===== config.mk =====
export PLATFORM = sky130hd
export DESIGN_NAME = store_align_unit
export DESIGN_NICKNAME = d
export VERILOG_FILES = /design/src/rtl/mips_store_pkg.sv /design/src/rtl/store_lane_gen.sv /design/src/rtl/store_align_unit.sv
export SDC_FILE = /design/constraint.sdc
export NUM_CORES = 1
export LEC_CHECK = 0
export CAP_MARGIN = 10
export CELL_PAD_IN_SITES_DETAIL_PLACEMENT = 1
export CELL_PAD_IN_SITES_GLOBAL_PLACEMENT = 2
export CORE_MARGIN = 2
export CORE_UTILIZATION = 30
export DETAILED_ROUTE_END_ITERATION = 12
export PLACE_DENSITY_LB_ADDON = 0.1
export SYNTH_ARGS = -nofsm -noshare
export SYNTH_HDL_FRONTEND = slang
export SYNTH_HIERARCHICAL = 1
export SYNTH_SLANG_ARGS = --single-unit
export TNS_END_PERCENT = 100

===== constraint.sdc =====
create_clock -name clk -period 2.16 [get_ports clk]
set_clock_uncertainty 0.2 [all_clocks]
set_input_delay 0.648 -clock clk [delete_from_list [all_inputs] [get_ports clk]]
set_output_delay 0.648 -clock clk [all_outputs]
set_load 0.05 [all_outputs]

===== src/rtl/mips_store_pkg.sv =====
// mips_store_pkg: shared op encodings, exception codes and FSM states for the store path
package mips_store_pkg;

   typedef enum logic [2:0] {
      ST_SB  = 3'd0,
      ST_SH  = 3'd1,
      ST_SW  = 3'd2,
      ST_SWL = 3'd3,
      ST_SWR = 3'd4
   } st_op_e;

   typedef enum logic [1:0] {
      EXC_NONE    = 2'd0,
      EXC_ADES    = 2'd1,
      EXC_RSVD    = 2'd2,
      EXC_TIMEOUT = 2'd3
   } exc_code_e;

   typedef enum logic {
      IDLE = 1'b0,
      REQ  = 1'b1
   } state_e;

endpackage


===== src/rtl/store_lane_gen.sv =====
// store_lane_gen: maps (op, addr[1:0], data) onto 32-bit byte lanes; SWL/SWR legal only with STORE_UNALIGNED_EN
module store_lane_gen
   import mips_store_pkg::*;
(
   input  logic [2:0]  i_op,
   input  logic [1:0]  i_addr,
   input  logic [31:0] i_data,
   output logic [3:0]  o_be,
   output logic [31:0] o_wdata,
   output logic        o_misaligned,
   output logic        o_reserved
);

   // byte enables, replicated/shifted data and legality per store op
   always_comb begin
      o_be         = 4'b0000;
      o_wdata      = 32'h0;
      o_misaligned = 1'b0;
      o_reserved   = 1'b0;
      case (i_op)
         ST_SB: begin
            o_be    = 4'b0001 << i_addr;
            o_wdata = {4{i_data[7:0]}};
         end
         ST_SH: begin
            o_be         = i_addr[1] ? 4'b1100 : 4'b0011;
            o_wdata      = {2{i_data[15:0]}};
            o_misaligned = i_addr[0];
         end
         ST_SW: begin
            o_be         = 4'b1111;
            o_wdata      = i_data;
            o_misaligned = |i_addr;
         end
`ifdef STORE_UNALIGNED_EN
         // SWL writes the high-order bytes of rt into the low end of the word
         ST_SWL: begin
            o_be    = 4'b1111 >> (2'd3 - i_addr);
            o_wdata = i_data >> {(2'd3 - i_addr), 3'b000};
         end
         // SWR writes the low-order bytes of rt into the high end of the word
         ST_SWR: begin
            o_be    = 4'b1111 << i_addr;
            o_wdata = i_data << {i_addr, 3'b000};
         end
`endif
         default: o_reserved = 1'b1;
      endcase
   end

endmodule


===== src/rtl/store_align_unit.sv =====
// store_align_unit: store request FSM driving a single-outstanding req/ack write port (STORE_UNALIGNED_EN enables SWL/SWR)
module store_align_unit
   import mips_store_pkg::*;
#(
   parameter int ADDR_WIDTH  = 32,
   parameter int ACK_TIMEOUT = 255
) (
   input  logic                  clk,
   input  logic                  rst_n,
   input  logic                  in_valid,
   output logic                  in_ready,
   input  logic [2:0]            in_op,
   input  logic [ADDR_WIDTH-1:0] in_addr,
   input  logic [31:0]           in_data,
   output logic                  mem_req,
   output logic [ADDR_WIDTH-1:0] mem_addr,
   output logic [31:0]           mem_wdata,
   output logic [3:0]            mem_be,
   input  logic                  mem_ack,
   output logic                  exc_valid,
   output logic [1:0]            exc_code,
   output logic [ADDR_WIDTH-1:0] exc_badvaddr,
   output logic                  busy
);

   localparam int CW = (ACK_TIMEOUT < 2) ? 1 : $clog2(ACK_TIMEOUT + 1);

   state_e                r_state;
   logic [CW-1:0]         r_cnt;
   logic [ADDR_WIDTH-1:0] r_baddr;
   logic [3:0]            w_be;
   logic [31:0]           w_wdata;
   logic                  w_mis;
   logic                  w_rsvd;
   logic                  w_ack_cyc;
   logic                  w_accept;
   logic                  w_timeout;

   store_lane_gen u_lane (
      .i_op         (in_op),
      .i_addr       (in_addr[1:0]),
      .i_data       (in_data),
      .o_be         (w_be),
      .o_wdata      (w_wdata),
      .o_misaligned (w_mis),
      .o_reserved   (w_rsvd)
   );

   assign w_ack_cyc = (r_state == REQ) & mem_ack;
   assign in_ready  = (r_state == IDLE) | w_ack_cyc;
   assign w_accept  = in_valid & in_ready;
   assign w_timeout = (ACK_TIMEOUT != 0) && (r_state == REQ) && !mem_ack && (r_cnt == CW'(ACK_TIMEOUT - 1));
   assign busy      = (r_state == REQ);

   // accept/ack/timeout sequencing; a new accept in the ack cycle takes priority so stores can stream
   always_ff @(posedge clk or negedge rst_n) begin
      if (!rst_n) begin
         r_state      <= IDLE;
         r_cnt        <= '0;
         r_baddr      <= '0;
         mem_req      <= 1'b0;
         mem_addr     <= '0;
         mem_wdata    <= '0;
         mem_be       <= '0;
         exc_valid    <= 1'b0;
         exc_code     <= EXC_NONE;
         exc_badvaddr <= '0;
      end else begin
         exc_valid <= 1'b0;
         if (w_accept && !(w_mis || w_rsvd)) begin
            r_state   <= REQ;
            r_cnt     <= '0;
            r_baddr   <= in_addr;
            mem_req   <= 1'b1;
            mem_addr  <= {in_addr[ADDR_WIDTH-1:2], 2'b00};
            mem_wdata <= w_wdata;
            mem_be    <= w_be;
         end else if (w_accept) begin
            r_state      <= IDLE;
            mem_req      <= 1'b0;
            exc_valid    <= 1'b1;
            exc_code     <= w_rsvd ? EXC_RSVD : EXC_ADES;
            exc_badvaddr <= in_addr;
         end else if (w_ack_cyc) begin
            r_state <= IDLE;
            mem_req <= 1'b0;
         end else if (w_timeout) begin
            r_state      <= IDLE;
            mem_req      <= 1'b0;
            exc_valid    <= 1'b1;
            exc_code     <= EXC_TIMEOUT;
            exc_badvaddr <= r_baddr;
         end else if (r_state == REQ) begin
            r_cnt <= r_cnt + 1'b1;
         end
      end
   end

endmodule


Yosys cells after proc, flatten, opt, wreduce, memory -nomap -nowiden
Cells that the tools add are included.
{ "word_totals": {"elab_cells": 62, "reg_bits": 142, "input_bits": 71, "out_inout_bits": 106} }
{ "op_classes": {"shifts": 1, "n_reduce_logical": 14, "eq_ne": 7, "n_mux": 25, "n_addsub": 1, "n_bitwise": 5} }
{ "ops": {"columns": ["op", "count"], "rows": [
  ["32-bit two-way mux", 3],
  ["32-bit case mux with 3 select lines", 1],
  ["8-bit two-way mux", 5],
  ["4-bit case mux with 3 select lines", 1],
  ["1-bit two-way mux", 9],
  ["8-bit by 1-bit adder with 8-bit output, second input constant", 1],
  ["8-bit == test, second input constant", 1],
  ["2-bit two-way mux", 4],
  ["2-bit by 1-bit inequality test with 1-bit output, second input constant", 4],
  ["4-bit two-way mux", 1],
  ["4-bit AND reduction", 1],
  ["2-bit nonzero test", 2],
  ["4-bit nonzero test", 1],
  ["1-bit by 2-bit << shifter with 4-bit output, first input constant", 1],
  ["3-bit by 1-bit == test with 1-bit output, second input constant", 1],
  ["3-bit by 2-bit == test with 1-bit output, second input constant", 1],
  ["1-bit logical AND", 3],
  ["3-bit logical NOT", 1],
  ["3-bit AND reduction", 1],
  ["3-bit OR reduction", 1],
  ["1-bit bitwise AND", 2],
  ["1-bit logical NOT", 2],
  ["1-bit NOT", 2],
  ["1-bit case mux with 2 select lines", 1],
  ["3 further kinds", 3]
]} }

Longest topological paths before layout
{ "depth": {"ltp_word": 8, "ltp_mapped": 10, "depth_no_buf": 6} }

Cells and area by module
The synthesis kept the hierarchy.
{ "by_module_without_submodules": {"columns": ["module", "area_per_inst_um2", "n_inst", "cells_each", "seq_area_each_um2"], "rows": [
  ["store_align_unit", 5333.9, 1, 433, 2802.7],
  ["store_lane_gen", 560.5, 1, 101, 0.0]
]} }

Least setup slack after synthesis
OpenSTA, ideal clock, no wires.
{ "synth_timing": {"kind": "input to register", "startpoint": "input in_op[1]", "endpoint": "register exc_badvaddr[22]", "stages": 10, "n_path_buf": 4, "slack_ns": -0.541, "arrival_time_ns": 2.407, "required_ns": 1.866, "setup_ns": 0.094, "path_cell_list": "buf_2 > and2b_1 > buf_6 > o21ai_1 > a21oi_1 > or2_1 > clkbuf_1 > buf_1 > a31oi_1 > a211oi_1"} }
{ "synth_between": {"elab_cells_between_ends": 11, "cone_classes": "eq/ne: 2; mux: 2; bitwise: 1; reduce/logical: 6"} }
{ "synth_rtl": {"columns": ["element", "line", "rtl"], "rows": [
  ["start, declared", "store_align_unit.sv:12", "input logic [2:0] in_op,"],
  ["3-bit by 2-bit == test with 1-bit output or 3-bit by 1-bit == test with 1-bit output (tied branches)", "store_lane_gen.sv:20", "case (i_op)"],
  ["1-bit case mux with 2 select lines *", "store_lane_gen.sv:20", null],
  ["named net w_mis", "store_align_unit.sv:33", "logic w_mis;"],
  ["1-bit logical OR *", "store_align_unit.sv:70", "if (w_accept && !(w_mis || w_rsvd)) begin"],
  ["1-bit logical NOT *", "store_align_unit.sv:70", null],
  ["1-bit logical AND *", "store_align_unit.sv:70", null],
  ["1-bit NOT (no source line) *", null, null],
  ["3-bit AND reduction (no source line) *", null, null],
  ["end signal, assigned", "store_align_unit.sv:83", "exc_badvaddr <= in_addr;"],
  ["end signal, assigned", "store_align_unit.sv:92", "exc_badvaddr <= r_baddr;"],
  ["end, declared", "store_align_unit.sv:22", "output logic [ADDR_WIDTH-1:0] exc_badvaddr,"]
]} }
The timed path passes the listed nets; every way through them passes the cells marked *.
A chain may end at the register's enable or synchronous reset.

Worst setup path after layout
{ "layout_timing": {"startpoint": "input mem_ack", "endpoint": "output in_ready"} }
{ "layout_between": {"elab_chain_len": 2} }
{ "layout_lines": {"columns": ["element", "line", "rtl"], "rows": [
  ["start, declared", "store_align_unit.sv:19", "input logic mem_ack,"],
  ["1-bit bitwise AND", "store_align_unit.sv:49", "assign w_ack_cyc = (r_state == REQ) & mem_ack;"],
  ["1-bit OR", "store_align_unit.sv:50", "assign in_ready = (r_state == IDLE) | w_ack_cyc;"],
  ["end, declared", "store_align_unit.sv:11", "output logic in_ready,"]
]} }
No other way between the ends.

==> results_tabular.tex <==
\begin{tabular}{lr}
\hline
Metric & Value \\
\hline
\multicolumn{2}{l}{\textbf{Timing}} \\
\quad Post-route setup slack & about 0.034 ns \\
\quad Portion of the clock cycle consumed by the worst path in the final layout & a little over nine tenths \\
\quad Final slew viol count & 0 \\
\quad Endpoints failing hold & 0 \\
\quad Setup-failing EPs final & 0 \\
\quad WHS & between 0.05 and 0.06 ns \\
\quad Sum Neg Setup Slack & 0 ns \\
\quad Post-layout min period & 2.126 ns \\
\quad Achievable clock frequency & approximately 470 MHz \\
\quad Setup repair after global routing missed its margin & false \\
\multicolumn{2}{l}{\textbf{Worst setup path}} \\
\quad Req. time, crit path & around 1.3 ns \\
\quad Critical Path Source & mem\_ack \\
\quad Slowest-stage cell, CP & and2b\_2 \\
\quad Chain of cells forming the critical path & buf\_2, and2b\_2, inv\_2, buf\_8, buf\_12 \\
\quad Peak fanout along the critical path & 2 \\
\quad Reg-to-reg setup timing slack & 0.12 ns \\
\quad Critical path startpoint category & input port \\
\quad Critical path capture point type & output pin \\
\quad Path type of the worst setup path & in2out \\
\quad Critical Path AT & roughly 1.3 ns \\
\quad R2r startpoint & busy \\
\quad Maximum single-stage delay on the critical path & 0.23 ns \\
\multicolumn{2}{l}{\textbf{Logic synthesis}} \\
\quad Yosys top cell area share & a little under half \\
\quad Prevailing post-synth register cell & dfrtp\_1 \\
\quad Netlist area before placement & 0.005894 mm² \\
\quad Number of synthesized register bits & 112 \\
\quad Count of distinct cell types in the synthesized netlist & 46 \\
\quad Seq/Total Area, Yosys & 47.55\% \\
\quad Count of flip-flops with a built-in enable after synthesis & 0 \\
\quad Most numerous cell in the Yosys netlist & dfrtp\_1 \\
\quad Ranking of synthesized cells by area & dfrtp\_1 (48\%), mux2\_1 (13\%), a221oi\_2 (5.6\%) \\
\quad Mean instance size in the synthesized netlist & $\sim$11 µm² \\
\quad Dominant cell type by area after synthesis & dfrtp\_1 \\
\quad Yosys warns & 6 \\
\quad Most frequent cells after synthesis & dfrtp\_1 (112), mux2\_1 (68), nor4\_1 (40), buf\_4 (35), a31oi\_1 (33) \\
\quad Async set-or-reset flop fraction in the synthesized netlist & 100.0\% \\
\quad Synthesized netlist cell count & 534 \\
\multicolumn{2}{l}{\textbf{Power}} \\
\quad Switch share & approximately two fifths \\
\quad Clock power share & 21.3\% \\
\quad Portion of total power attributed to combinational logic & 41.7\% \\
\quad Switch Pwr & 0.003128 W \\
\quad Static power due to leakage & roughly 3.8 nW \\
\quad Worst supply voltage drop on vdd & 0.3881 mV \\
\quad Total power density per cell area & between 800 and 900 mW/mm² \\
\quad Int Power & 0.004425 W \\
\quad Share of total power in sequential cells & between 30 and 40\% \\
\multicolumn{2}{l}{\textbf{Drt}} \\
\quad Mean number of vias per cell & a little over 5 \\
\quad Violation count after the first detailed-routing iteration & between 100 and 150 \\
\quad Number of nets still failing antenna checks after routing & 0 \\
\quad Post-DR wirelength/cell & between 20 and 25 µm \\
\quad Drc violations & 0 \\
\quad Detailed-router iteration count before antenna repair & 4 \\
\quad Overall routed net length & roughly 20 mm \\
\quad Vias post-DR & 4903 \\
\multicolumn{2}{l}{\textbf{Placement}} \\
\quad Gp weighted congestion & 0.8318 \\
\quad Post-Place Worst Slack & -0.7285 ns \\
\quad Number of cells in the design after placement & 941 \\
\quad Number of port buffers & 174 \\
\quad Placement Cell Area & roughly 0.0080 mm² \\
\quad Half-perimeter wire length of the detailed placement result & 13.51 mm \\
\multicolumn{2}{l}{\textbf{Worst hold path}} \\
\quad Worst hold path class & in2async \\
\multicolumn{2}{l}{\textbf{Clocking}} \\
\quad Clock network latency to the later pin of the worst-skew pair & 0.35 ns \\
\quad Clock tree buffer depth & 2 \\
\quad Clock root buffer master & clkbuf\_16 \\
\quad Clock tree from TritonCTS & yes \\
\quad Total clock buffers created by CTS & 9 \\
\quad Sink count of the clock tree & 112 \\
\quad Maximum level of the CTS H-tree & 3 \\
\quad Clock Pin Slew Worst Setup and Hold Paths & 0.07 ns \\
\multicolumn{2}{l}{\textbf{Final layout}} \\
\quad Post-route insts no fill & 975 \\
\quad Share of layout cells above drive strength 1 & 34.27\% \\
\quad Layout overhead on the synthesized area & 45.19\% \\
\quad Filler cell count in the final layout & 2137 \\
\quad Area of combinational cells with multiple inputs & 0.002674 mm² \\
\quad Post-route cell area & 0.008558 mm² \\
\quad Combined flip-flop and latch cell area & 0.002804 mm² \\
\quad Count of nets after finishing & approximately 780 \\
\multicolumn{2}{l}{\textbf{Die}} \\
\quad CORE AREA & 0.01940 mm² \\
\quad Full die area & about 0.021 mm² \\
\quad Die width & about 140 µm \\
\quad Number of cell rows & 51 \\
\quad I/O pin count & 177 \\
\quad Floorplan die height & 144.2 µm \\
\quad Initial core utilization & 30.39\% \\
\multicolumn{2}{l}{\textbf{Global routing}} \\
\quad Grt total ovfl & 0 \\
\quad Via count of the first global-routing pass & 5233 \\
\quad Wire length of the first global-routing pass & 30.22 mm \\
\quad Overall track demand over capacity in global routing & a little under a fifth \\
\quad Initial antenna violation count & 1 \\
\quad Pin count of the biggest net entering global routing & 40 \\
\multicolumn{2}{l}{\textbf{Outcome}} \\
\quad Run status & complete, no violations \\
\multicolumn{2}{l}{\textbf{Job}} \\
\quad Max-cap violations & 0 \\
\hline
\end{tabular}
## power by group through the flow
stage          clock network [W]  logic, W  registers, W
4_1_cts                  0.00167   0.00316       0.00280
3_5_place_dp                   0   0.00310       0.00284
5_1_grt                  0.00177   0.00332       0.00285
3_3_place_gp                   0   0.00305       0.00282
2_1_floorplan                  0   0.00139       0.00353
6_report                 0.00161   0.00315       0.00280
## placed cells by master (no fill, tap or decap), drive strengths merged, types with 2 or more instances in the layout
cell / count
a31oi: 33
o21ai: 5
clkinvlp: 2
or2: 3
o22ai: 16
a221oi: 25
ha: 2
a21oi: 30
o31ai: 7
nand2: 11
inv: 33
nor2: 11
nand3: 5
nor3: 2
mux2: 68
nor2b: 9
and3: 2
o211ai: 2
and2: 9
a211oi: 7
clkinv: 4
dfrtp: 112
conb: 2
nor4: 40
clkdlybuf4s50: 62
buf: 174
mux2i: 6
and2b: 2
clkbuf: 13
## logic make-up after synthesis
family	Yosys count	synth area share (%)
adders and majority gates	2	0.4245
DFF	112	47.55
and+or+nand+nor	102	10.21
other	1	0.06362
AOI/OAI and AO/OA	128	16.88
muxes	74	14.01
buffers and inverters	115	10.87
## metal layers
metal	part of all wire (%)	vias up	GRT usage (%)	wire, µm
met5	0	-	0	0
met4	1.4	0	5.314	271
met3	4.7	16	3.477	918
met2	48	116	30.68	9336
met1	46	2494	26.31	8986
li1	-	2277	-	-
## path summary, 6_finish.rpt
kind / endpoint / cells past startpoint
setup / recovery: in_ready / 5
hold / removal: r_baddr[25] / 1
setup reg to reg: mem_wdata[22] / 8
hold reg to reg: mem_wdata[6] / 1
max in group asynchronous: mem_wdata[17] / 2
min in group clk: mem_wdata[6] / 1
## area by class of cell
type	count	area share [%]
well taps	265	3.874
flip-flops and latches	112	32.76
repair buffers	240	27.40
diodes	1	0.02924
clock inverters	6	0.5409
clock buffers	10	2.675
multi-input cells	308	31.24
inverters	33	1.477
## critical path, delay by kind of cell
| kind | cells | cell delay [ns] |
|---|---|---|
| buffers and inverters | 4 | 0.41 |
| and+or+nand+nor | 1 | 0.23 |
## stage by stage
step,utilization (%),power (W)
finish,44.12,0.007553
global route,44.12,0.007933
CTS,43.92,0.007630
detailed placement,41.32,0.005934
global placement,41.32,0.005878
floorplan,-,0.004922
## repair_timing
item / 4_1_cts / 5_1_grt
gates cloned: 3 / 1
setup endpoints to repair: 112 / 39
pin swaps: 4 / 5
gates resized for setup: 25 / 14
buffers inserted: 11 / 4
hold buffers: 0 / 0
## sequential cells by signal, summed over array words and instances (netlist names)
register      cells
mem_wdata        32
exc_valid         1
r_baddr          32
busy              1
exc_code          2
exc_badvaddr     32
mem_be            4
r_cnt             8
(Power assumes the default switching activity.)
